`config.mk`:
```
export PLATFORM = sky130hd
export DESIGN_NAME = vga_capture
export DESIGN_NICKNAME = d
export VERILOG_FILES = /design/src/rtl/vga_capture.sv
export SDC_FILE = /design/constraint.sdc
export NUM_CORES = 1
export LEC_CHECK = 0
export CORE_ASPECT_RATIO = 1.2
export CORE_MARGIN = 4
export CORE_UTILIZATION = 43
export DETAILED_ROUTE_END_ITERATION = 12
export GPL_TIMING_DRIVEN = 1
export PLACE_DENSITY_LB_ADDON = 0.05
export SYNTH_ARGS = -nofsm -noshare
export SYNTH_HDL_FRONTEND = slang
export SYNTH_SLANG_ARGS = --single-unit
```
`constraint.sdc`:
```
create_clock -name clk -period 2.3 [get_ports clk]
set_input_delay 0.23 -clock clk [delete_from_list [all_inputs] [get_ports clk]]
set_output_delay 0.23 -clock clk [all_outputs]
set_load 0.03 [all_outputs]
```
`src/rtl/vga_capture.sv`:
```
// VGA receiver: recovers the pixel grid from hsync/vsync/rgb pins, emits a
// per-pixel capture stream and monitors line/sync/frame timing for lock.
module vga_capture #(
  parameter int CLK_DIV      = 4,
  parameter int SAMPLE_PHASE = 2,
  parameter int H_TOTAL      = 800,
  parameter int H_SYNC       = 96,
  parameter int H_OFFSET     = 144,
  parameter int H_ACTIVE     = 640,
  parameter int V_TOTAL      = 525,
  parameter int V_OFFSET     = 35,
  parameter int V_ACTIVE     = 480,
  parameter int LOCK_FRAMES  = 2
) (
  input  logic       clk,
  input  logic       reset,
  input  logic       hsync,
  input  logic       vsync,
  input  logic [2:0] rgb,
  output logic       pix_valid,
  output logic [9:0] pix_x,
  output logic [9:0] pix_y,
  output logic [2:0] pix_rgb,
  output logic       line_end,
  output logic       frame_start,
  output logic       locked,
  output logic       h_err,
  output logic       v_err
);

  localparam int DW = (CLK_DIV > 1) ? $clog2(CLK_DIV) : 1;
  localparam int GW = (LOCK_FRAMES > 1) ? $clog2(LOCK_FRAMES) : 1;

  localparam logic [DW-1:0] DIV_LAST  = DW'(CLK_DIV - 1);
  localparam logic [DW-1:0] SAMPLE_AT = DW'(SAMPLE_PHASE);
  localparam logic [9:0]    HC_LAST   = 10'(H_TOTAL - 1);
  localparam logic [9:0]    HS_WIDTH  = 10'(H_SYNC);
  localparam logic [9:0]    HA_FIRST  = 10'(H_OFFSET);
  localparam logic [9:0]    HA_LAST   = 10'(H_OFFSET + H_ACTIVE - 1);
  localparam logic [9:0]    VC_LAST   = 10'(V_TOTAL - 1);
  localparam logic [9:0]    VA_FIRST  = 10'(V_OFFSET);
  localparam logic [9:0]    VA_LAST   = 10'(V_OFFSET + V_ACTIVE - 1);
  localparam logic [9:0]    CNT_MAX   = 10'h3FF;
  localparam logic [GW-1:0] GOOD_LAST = GW'(LOCK_FRAMES - 1);

  typedef enum logic [1:0] {
    ST_SEARCH = 2'd0,
    ST_TRACK  = 2'd1,
    ST_LOCKED = 2'd2
  } state_t;

  logic          hsync_r, vsync_r, hsync_d_r, vsync_d_r;
  logic [2:0]    rgb_r;
  logic [DW-1:0] div_r;
  logic [9:0]    hc_r, vc_r, hlow_r;
  logic          vs_pend_r;
  state_t        state_r, state_next_s;
  logic [GW-1:0] good_r, good_next_s;

  logic          hf_s, hr_s, vf_s, wrap_s, fs_s, checking_s;
  logic          line_bad_s, sync_bad_s, frame_bad_s;
  logic          h_fault_s, v_fault_s, sample_s;
  logic [9:0]    hlow_total_s;

  // Pin capture stage and delayed copies for edge detection
  always_ff @(posedge clk) begin
    if (!reset) begin
      hsync_r   <= 1'b0;
      vsync_r   <= 1'b0;
      hsync_d_r <= 1'b0;
      vsync_d_r <= 1'b0;
      rgb_r     <= 3'b000;
    end else begin
      hsync_r   <= hsync;
      vsync_r   <= vsync;
      hsync_d_r <= hsync_r;
      vsync_d_r <= vsync_r;
      rgb_r     <= rgb;
    end
  end

  // Edge events, timing checks and the capture decision
  always_comb begin
    hf_s       = hsync_d_r & ~hsync_r;
    hr_s       = ~hsync_d_r & hsync_r;
    vf_s       = vsync_d_r & ~vsync_r;
    wrap_s     = (div_r == DIV_LAST);
    fs_s       = hf_s & vs_pend_r;
    checking_s = (state_r != ST_SEARCH);
    // the pixel closing on this edge still counts toward the low width
    if (wrap_s && !hsync_d_r && (hlow_r != CNT_MAX)) begin
      hlow_total_s = hlow_r + 10'd1;
    end else begin
      hlow_total_s = hlow_r;
    end
    line_bad_s  = hf_s & ~((hc_r == HC_LAST) & (div_r == DIV_LAST));
    sync_bad_s  = hr_s & (hlow_total_s != HS_WIDTH);
    frame_bad_s = fs_s & (vc_r != VC_LAST);
    h_fault_s   = checking_s & (line_bad_s | sync_bad_s);
    v_fault_s   = checking_s & frame_bad_s;
    sample_s    = checking_s & (div_r == SAMPLE_AT)
                & (hc_r >= HA_FIRST) & (hc_r <= HA_LAST)
                & (vc_r >= VA_FIRST) & (vc_r <= VA_LAST);
  end

  // Pixel divider, horizontal/vertical counters and sync-low width
  always_ff @(posedge clk) begin
    if (!reset) begin
      div_r     <= '0;
      hc_r      <= 10'd0;
      vc_r      <= 10'd0;
      hlow_r    <= 10'd0;
      vs_pend_r <= 1'b0;
    end else begin
      if (hf_s) begin
        div_r  <= '0;
        hc_r   <= 10'd0;
        hlow_r <= 10'd0;
      end else begin
        hlow_r <= hlow_total_s;
        if (wrap_s) begin
          div_r <= '0;
          if (hc_r != CNT_MAX) begin
            hc_r <= hc_r + 10'd1;
          end
        end else begin
          div_r <= div_r + {{(DW-1){1'b0}}, 1'b1};
        end
      end
      if (fs_s) begin
        vc_r <= 10'd0;
      end else if (hf_s && (vc_r != CNT_MAX)) begin
        vc_r <= vc_r + 10'd1;
      end
      // a vsync fall coincident with the frame-starting hsync re-arms the pending flag
      if (vf_s) begin
        vs_pend_r <= 1'b1;
      end else if (fs_s) begin
        vs_pend_r <= 1'b0;
      end
    end
  end

  // Lock state machine: next state and good-frame count
  always_comb begin
    state_next_s = state_r;
    good_next_s  = good_r;
    case (state_r)
      ST_SEARCH: begin
        good_next_s = '0;
        if (fs_s) begin
          state_next_s = ST_TRACK;
        end else begin
          state_next_s = ST_SEARCH;
        end
      end
      ST_TRACK: begin
        if (h_fault_s || v_fault_s) begin
          state_next_s = ST_SEARCH;
          good_next_s  = '0;
        end else if (fs_s) begin
          if (good_r == GOOD_LAST) begin
            state_next_s = ST_LOCKED;
            good_next_s  = '0;
          end else begin
            state_next_s = ST_TRACK;
            good_next_s  = good_r + {{(GW-1){1'b0}}, 1'b1};
          end
        end else begin
          state_next_s = ST_TRACK;
          good_next_s  = good_r;
        end
      end
      ST_LOCKED: begin
        good_next_s = '0;
        if (h_fault_s || v_fault_s) begin
          state_next_s = ST_SEARCH;
        end else begin
          state_next_s = ST_LOCKED;
        end
      end
      default: begin
        state_next_s = ST_SEARCH;
        good_next_s  = '0;
      end
    endcase
  end

  // Lock state register
  always_ff @(posedge clk) begin
    if (!reset) begin
      state_r <= ST_SEARCH;
      good_r  <= '0;
    end else begin
      state_r <= state_next_s;
      good_r  <= good_next_s;
    end
  end

  // Registered outputs; pixel data holds between strobes
  always_ff @(posedge clk) begin
    if (!reset) begin
      pix_valid   <= 1'b0;
      pix_x       <= 10'd0;
      pix_y       <= 10'd0;
      pix_rgb     <= 3'b000;
      line_end    <= 1'b0;
      frame_start <= 1'b0;
      locked      <= 1'b0;
      h_err       <= 1'b0;
      v_err       <= 1'b0;
    end else begin
      pix_valid   <= sample_s;
      line_end    <= sample_s & (hc_r == HA_LAST);
      frame_start <= fs_s;
      locked      <= (state_next_s == ST_LOCKED);
      h_err       <= h_err | h_fault_s;
      v_err       <= v_err | v_fault_s;
      if (sample_s) begin
        pix_x   <= hc_r - HA_FIRST;
        pix_y   <= vc_r - VA_FIRST;
        pix_rgb <= rgb_r;
      end
    end
  end

endmodule
```
After elaboration in Yosys (flattened, before gate mapping)
Cells that the tools add are included.
- register bits: 72
- input port bits: 7
- output and inout port bits: 29
- word-level logic and storage cells: 92
- $add $sub $neg: 7
- magnitude comparators: 4
- equality and inequality tests: 12
- mux-type cells: 10
- bitwise operators: 25
- reduce and logical (&&, ||, !) cells: 13
- operator list (kind ; count):
    $ne A10 B10 Y1 const B ; 4
    $add A10 B1 Y10 const B ; 3
    $eq A10 B10 Y1 const B ; 2
    $le A10 B10 Y1 const B ; 2
    $and A1 B1 Y1 ; 16
    $ge A10 B6 Y1 const B ; 1
    $ge A10 B8 Y1 const B ; 1
    $mux W10 ; 1
    $ne A10 B7 Y1 const B ; 1
    $sub A10 B6 Y10 const B ; 1
    $sub A10 B8 Y10 const B ; 1
    $eq A2 B2 Y1 const B ; 4
    $mux W2 ; 4
    $not A1 Y1 ; 6
    $pmux W2 S3 ; 1
    $reduce_or A3 Y1 ; 2
    $mux W1 ; 4
    $reduce_bool A2 Y1 ; 2
    $reduce_or A2 Y1 ; 2
    $logic_and A1 B1 Y1 ; 3
    $or A1 B1 Y1 ; 3
    $add A2 B1 Y2 const B ; 1
    $eq A2 B1 Y1 const B ; 1
    $logic_not A2 Y1 ; 1
    other kinds (4) ; 4

Depth between registers and ports, before layout
Gate-level depths: netlist of run 1.
- word-level depth: 12
- mapped depth: 10
- gate-level depth less buffers: 8

Least setup slack after synthesis of run 1
Ideal clock, no wire load.
- path type: reg2reg
- start: register div_r[0]
- end: register state_r[0]
- library setup time: 91 ps
- data arrival time: 1788 ps
- required time: 2209 ps
- path slack: 421 ps
- stages on the path, launching flop included: 9
- path buffers: 1
- period minus slack after synthesis: 1879 ps
- path through: dfxtp_1 ha_1 buf_2 nand2b_1 a211o_1 nor4_1 o31a_1 a211oi_1 a311oi_1
- longest elaborated chain between the ends: 11
- elaborated cells on any way between the ends: 14
- classes of those cells: eq/ne: 2; mux: 3; bitwise: 6; reduce/logical: 3
- RTL lines (item ; RTL line ; source):
    start, declared ; 54 ; logic [DW-1:0] div_r;
    start signal, assigned ; 127 ; div_r <= div_r + {{(DW-1){1'b0}}, 1'b1};
    $eq A2 B2 Y1 * ; 87, 96 ;
    $logic_and A1 B1 Y1 (2 in series) ; 91 ; if (wrap_s && !hsync_d_r && (hlow_r != CNT_MAX)) begin
    $mux W10 ; 91 ;
    $ne A10 B7 Y1 ; 97 ; sync_bad_s = hr_s & (hlow_total_s != HS_WIDTH);
    $and A1 B1 Y1 ; 97 ;
    $or A1 B1 Y1 * ; 99 ; h_fault_s = checking_s & (line_bad_s | sync_bad_s);
    $and A1 B1 Y1 * ; 99 ;
    $logic_or A1 B1 Y1 * ; 158 ; if (h_fault_s || v_fault_s) begin
    $mux W2 * ; 158 ;
    $pmux W2 S3 * ; 148 ; case (state_r)
    end signal, assigned ; 195 ; state_r <= state_next_s;
    end, declared ; 57 ; state_t state_r, state_next_s;
Mark *: on every way between the ends. The rest lies on a longest branch, timed or not.
A chain may end at the register's enable or synchronous reset.

Final worst setup path of run 1
- start: register hlow_r[0]
- end: register state_r[0]
- longest elaborated chain between the ends: 10
- elaborated cells on any way between the ends: 11
- classes of those cells: add/sub: 1; eq/ne: 2; mux: 3; bitwise: 3; reduce/logical: 2
- RTL lines (item ; RTL line ; source):
    start, declared ; 55 ; logic [9:0] hc_r, vc_r, hlow_r;
    start signal, assigned ; 120 ; hlow_r <= hlow_total_s;
    parallel branches: the longest is 2 deep, another holds $add A10 B1 Y10 ; n/a ;
    $mux W10 * ; 91 ;
    $ne A10 B7 Y1 * ; 97 ;
    $and A1 B1 Y1 * ; 97 ;
    $or A1 B1 Y1 * ; 99 ;
    $and A1 B1 Y1 * ; 99 ;
    $logic_or A1 B1 Y1 * ; 158 ;
    $mux W2 * ; 158 ;
    $pmux W2 S3 * ; 148 ;
Every way passes the cells marked *.

==> results of run 1 <==
==> Yosys cell counts, types with 11 or more instances <==
cell type and count:
a21oi_1 11, and2_1 11, clkbuf_1 11, dfxtp_1 72, ha_1 12, inv_1 13
mux2i_1 18, nand2_1 21, nand3_1 12, nor2_1 67, nor3_1 11, xnor2_1 18
xor2_1 16
==> report_power, final <==
group | total, mW | switching, mW | internal (mW)
Combinational | 0.0973 | 0.0554 | 0.0420
Clock | 1.10 | 0.465 | 0.634
Sequential | 1.27 | 0.0110 | 1.26
==> sequential cells by signal, indices dropped and copies added (netlist names), 2 cells and up <==
register,count
vc_r,10
pix_y,10
pix_x,10
hc_r,10
state_r,2
pix_rgb,3
div_r,2
rgb_r,3
hlow_r,10
==> worst min path at each step <==
| stage | startpoint | endpoint | depth (start not counted) |
|---|---|---|---|
| 2_1_floorplan | hsync | hsync_r | 1 |
| 3_3_place_gp | div_r[0] | div_r[0] | 1 |
| 3_5_place_dp | vsync_r | vsync_d_r | 1 |
| 4_1_cts | rgb[1] | rgb_r[1] | 2 |
| 5_1_grt | rgb[1] | rgb_r[1] | 2 |
| 6_report | div_r[0] | div_r[0] | 1 |
==> cell type report <==
cell class	instances	area, sq um
Tap cell	92	115.1
Inverter	13	48.80
Fill cell	744	3654
Sequential cell	72	1441
Clock inverter	5	81.33
Timing Repair Buffer	46	457.9
Clock buffer	10	137.6
Multi-Input combinational cell	275	1815
==> per-stage QoR <==
step	cells	setup slack (ps)
after detailed placement	498	159.6
after floorplan	383	420.9
after global routing	513	33.03
final	513	164.3
after global placement	498	252.0
after CTS	513	149.1
==> kinds of logic (layout without fill, tap and decap cells) <==
group           Yosys count  count (layout)  synth area share
xor+xnor                 34              34           0.08667
compound gates           50              50            0.1158
fa+ha+maj                12              12           0.04370
buf+inv                  36              74           0.05280
simple gates            161             161            0.2291
flops                    72              72            0.4195
mux                      18              18           0.05244
==> worst max-delay path: cells and delay by family (launching register included) <==
kind                       cells  cell delay (ps)
DFF                            1              470
AOI/OAI and AO/OA              4              890
adders and majority gates      1              300
and+or+nand+nor                2              390
==> metal layers <==
metal | up-vias | track usage | wire length, um
met5 | - | 0 | 0
li1 | 1382 | - | -
met2 | 32 | 0.2620 | 3381
met1 | 1195 | 0.2102 | 3473
met3 | 10 | 0.03178 | 147
met4 | 0 | 0.06702 | 138
==> metrics.md, run 1 <==
| Metric | Value |
|---|---|
| Outcome | `complete, no violations` |
| Tot Pwr | `2.468 mW` |
| Worst R2R Path Depth | `7` |
| CP required | `2550 ps` |
| Hold Vio Cnt, Final | `0` |
| Final Setup Violations | `0` |
| TritonCTS buffer count | `9` |
| FF+latch count, synth | `72` |
| WL/cell | `13.92 um` |
| Number of antenna-violating nets in the routed design | `0` |
| Placed Area | `3876 sq um` |
| Height of the chip | `105.9 um` |
| First-pass GRT wire length | `12200 um` |
| Reg2reg start | `hlow_r[0]` |
| Critical path endpoint | `state_r[0]` |
| Hold slack | `462.3 ps` |
| Die footprint | `9490 sq um` |
| Placed wire-length estimate | `5097 um` |
| Drt pass-1 iters | `4` |
| Startpoint types | `flop` |
| Most frequent cells in the layout | `dfxtp_1 (72), nor2_1 (67), clkdlybuf4s50_1 (35)` |
| Initial Utilization | `0.4433` |
| GP Congestion | `0.7719` |
| Share of post-route cells with drive strength above 1 | `0.09976` |
| Dominant cells by area after synthesis | `dfxtp_1 (42%), nor2_1 (7.3%), mux2i_1 (5.2%)` |
| Synth async-reset ratio | `0` |
| Fmax | `0.4682 GHz` |
| Max Cap Viol | `0` |
| Clk_skew | `6.416 ps` |
| RSZ-0062 raised after global routing | `false` |
| Hold WC Path Type | `flop to flop` |
| Worst reg2reg setup slack | `160 ps` |
| RR Endpoint | `state_r[0]` |
| DIE WIDTH | `89.60 um` |
| Synth Flop Type | `dfxtp_1` |
| # diodes | `0` |
| P per Cell Area | `602.2 nW/um^2` |
| CP startpoint | `hlow_r[0]` |
| Clock slew at reported path FFs | `80 ps` |
| Final non-filler cell area | `4098 sq um` |
| Clock root cell | `clkbuf_8` |
| Slew Limit Fails | `0` |
| Final critical-path share of the clock period | `0.9286` |
| Post-synth EDFFs | `0` |
| # IOs | `36` |
| Slowest CP cell | `dfxtp_1` |
| Max Fanout on Critical Path | `8` |
| CTS tree | `built` |
| Setup_tns | `0 ps` |
| Post-Syn Area | `3436 sq um` |
| Num rows | `35` |
| VDD IR max | `333.5 uV` |
| Synthesized area per cell | `8.971 sq um` |
| Worst path cell trace | `ha_2 > nand3_1 > a211o_1 > nor4_1 > o31a_1 > a211oi_1 > a311oi_1` |
| Post-synthesis sequential area ratio | `0.4195` |
| Initial antenna violation count | `0` |
| Most common cell after layout, fill and taps aside | `dfxtp_1` |
| Crit. End Element | `flop` |
| Largest net degree at the start of global routing | `30` |
| Total grt overflow | `0` |
| Total GRT Usage | `0.1632` |
| Vias in the first global route | `2574` |
| Worst skew pair latency | `340 ps` |
| Post-route DRC | `0` |
| Htree depth | `3` |
| Data arrival time of the worst path | `2380 ps` |
| Final min period | `2136 ps` |
| Max incr delay on CP | `470 ps` |
| Post-CTS setup buffers | `0` |
| Drt total wl | `7139 um` |
| Port buffer count | `35` |
| Synth top area share | `0.4195` |
| Final-stage net count | `436` |
| PostCTS Resize Cnt | `0` |
| Kind of critical path | `flop to flop` |
| Yosys warning count | `0` |
| Hold buffers post-CTS | `0` |
| Post-synth cell types | `44` |
| Via count | `2619` |
| Synthesis-to-finish area growth | `19.26%` |
| Iter 0 DRT Violations | `83` |
| Lkg Pwr | `1.426 nW` |
| Core Util, Final | `0.5287` |
| Clock sink count | `72` |
| Yosys top cell by area | `dfxtp_1` |
| Core area | `7751 sq um` |
| Syn_nets | `402` |
| Max-slew headroom | `0.6997` |
| Post-synthesis instance total | `383` |
| CTS Buffer Depth | `2` |
| Vias/cell | `5.105` |
| Worst-Margin Slew | `446.3 ps` |
No activity file was read; power rests on OpenSTA's default activity.
==> inputs of run 2 (changes only) <==
Settings changed: CAP_MARGIN set to 40.
==> results of run 2 <==
Final layout, timing and power as in run 1 (identical DEF).
==> inputs of run 3 (changes only) <==
Settings changed: RECOVER_POWER set to 50.
==> run 3 against run 2 <==
  * Clock power barely moved
  * Non-clock buffer count is the same
  * Hold slack better by 0.77 ps
  * First-iteration DRC count shrank 1.2%
  * Flip-flop and latch count is the same
  * Cell count unchanged
  * Die area stayed put
  * Critical endpoint is now pix_y[6]
  * Highest routed layer unchanged
==> metrics.md, run 3 (synthesized netlist as in run 1, its figures left out) <==
| Metric | Value |
|---|---|
| Outcome | `complete, no violations` |
| Placed wire-length estimate | `5097 um` |
| Slowest CP cell | `dfxtp_1` |
| Slew Limit Fails | `0` |
| Area of the multi-input gates | `1804 sq um` |
| Crit. End Element | `flop` |
| Final min period | `2138 ps` |
| Tot Pwr | `2.460 mW` |
| TritonCTS buffer count | `9` |
| Startpoint types | `flop` |
| Max Cap Viol | `0` |
| Drt total wl | `7147 um` |
| Htree depth | `3` |
| Iter 0 DRT Violations | `82` |
| Die footprint | `9490 sq um` |
| Final Setup Violations | `0` |
| Kind of critical path | `flop to flop` |
| Delay-heaviest family, CP | `simple AND/OR/NAND/NOR gates` |
| Non-Filler Instances | `513` |
| Worst reg2reg setup slack | `160 ps` |
| First-pass GRT wire length | `12200 um` |
| Num rows | `35` |
| Most common cell after layout, fill and taps aside | `dfxtp_1` |
| Post-CTS setup buffers | `0` |
| Initial Utilization | `0.4433` |
| M1 wire length | `3465 um` |
| Max-slew headroom | `0.5388` |
| Setup_tns | `0 ps` |
| Clock sink count | `72` |
| RSZ-0062 raised after global routing | `false` |
| # IOs | `36` |
| Worst path most repeated cell | `nor3_1` |
| # diodes | `0` |
| Lkg Pwr | `1.510 nW` |
| CP bufs+invs | `1` |
| Cells after DPL | `498` |
| Drt pass-1 iters | `5` |
| Met3 WL post-DR | `139 um` |
| GP Congestion | `0.7719` |
| Height of the chip | `105.9 um` |
| Initial antenna violation count | `0` |
| Placed Area | `3876 sq um` |
| Final non-filler cell area | `4060 sq um` |
| Highest Signal Layer | `met4` |
| Hold path endpoint | `div_r[0]` |
| Hold_sp | `div_r[0]` |
| Port buffer count | `35` |
| Core area | `7751 sq um` |
| Worst path cell trace | `nor3_1 > nand3b_1 > nor3_1 > o221a_2 > buf_12 > mux2i_1 > nor2_1` |
| Fmax | `0.4677 GHz` |
| RR Endpoint | `pix_y[6]` |
| Synthesis-to-finish area growth | `18.17%` |
| Vias in the first global route | `2574` |
| CP required | `2500 ps` |
| P per Cell Area | `605.8 nW/um^2` |
| Clock slew at reported path FFs | `70 ps` |
| Most frequent cells in the layout | `dfxtp_1 (72), nor2_1 (67), dlygate4sd3_1 (30)` |
| Clk_skew | `8.000 ps` |
| Max Fanout on Critical Path | `29` |
| Number of antenna-violating nets in the routed design | `0` |
| Final-stage net count | `436` |
| Largest net degree at the start of global routing | `30` |
| CP startpoint | `vc_r[6]` |
| Worst skew pair latency | `340 ps` |
| Share of post-route cells with drive strength above 1 | `0.08789` |
| Register Area | `1441 sq um` |
| Hold Vio Cnt, Final | `0` |
| Total GRT Usage | `0.1632` |
| Hold path depth | `1` |
| CTS Buffer Depth | `2` |
| Post-route DRC | `0` |
| WL/cell | `13.93 um` |
| VDD IR max | `332.7 uV` |
| Routed length on met2 | `3405 um` |
| # fillers | `751` |
| Worst-Margin Slew | `691.8 ps` |
| Max incr delay on CP | `390 ps` |
| DIE WIDTH | `89.60 um` |
| Final critical-path share of the clock period | `0.9296` |
| Worst R2R Path Depth | `7` |
| Data arrival time of the worst path | `2340 ps` |
| Reg2reg start | `vc_r[6]` |
| Via count | `2617` |
| Clock root cell | `clkbuf_8` |
| Vias/cell | `5.101` |
| Hold WC Path Type | `flop to flop` |
| Total grt overflow | `0` |
| Hold slack | `463.0 ps` |
| CTS tree | `built` |
## run 3: stage by stage
step | util | worst slack (ps)
global placement | 0.5001 | 252.0
detailed placement | 0.5001 | 159.6
global route | 0.5238 | 25.97
finish | 0.5238 | 162.0
CTS | 0.5283 | 149.1
floorplan | - | 420.9
## run 3: metal layers
| layer | track usage | vias to the layer above |
|---|---|---|
| met1 | 0.2102 | 1198 |
| met4 | 0.06702 | 0 |
| met5 | 0 | - |
| met2 | 0.2620 | 28 |
| li1 | - | 1381 |
| met3 | 0.03178 | 10 |
## run 3: power by group
group / switching [mW] / internal, mW / total [mW]
Combinational: 0.0549 / 0.0358 / 0.0907
Sequential: 0.0110 / 1.26 / 1.27
Clock: 0.463 / 0.634 / 1.10
## run 3: timing repair
action,in CTS,in global routing
hold buffers,0,0
setup endpoints to repair,0,3
gates resized for setup,0,1
## run 3: layout make-up
cell class / count / share of cell area
clock buffer: 10 / 0.03390
clock inverter: 5 / 0.02003
inverter: 13 / 0.01202
multi-input combinational: 275 / 0.4444
sequential: 72 / 0.3550
tap: 92 / 0.02835
timing repair buffer: 46 / 0.1063
## run 3: worst max-delay path by stage
| stage | endpoint | slack (ps) | cells after the start |
|---|---|---|---|
| 2_1_floorplan | state_r[0] | 420 | 8 |
| 3_3_place_gp | state_r[0] | 250 | 7 |
| 3_5_place_dp | state_r[0] | 160 | 7 |
| 4_1_cts | state_r[0] | 150 | 7 |
| 5_1_grt | pix_y[6] | 30 | 7 |
| 6_report | pix_y[6] | 160 | 7 |
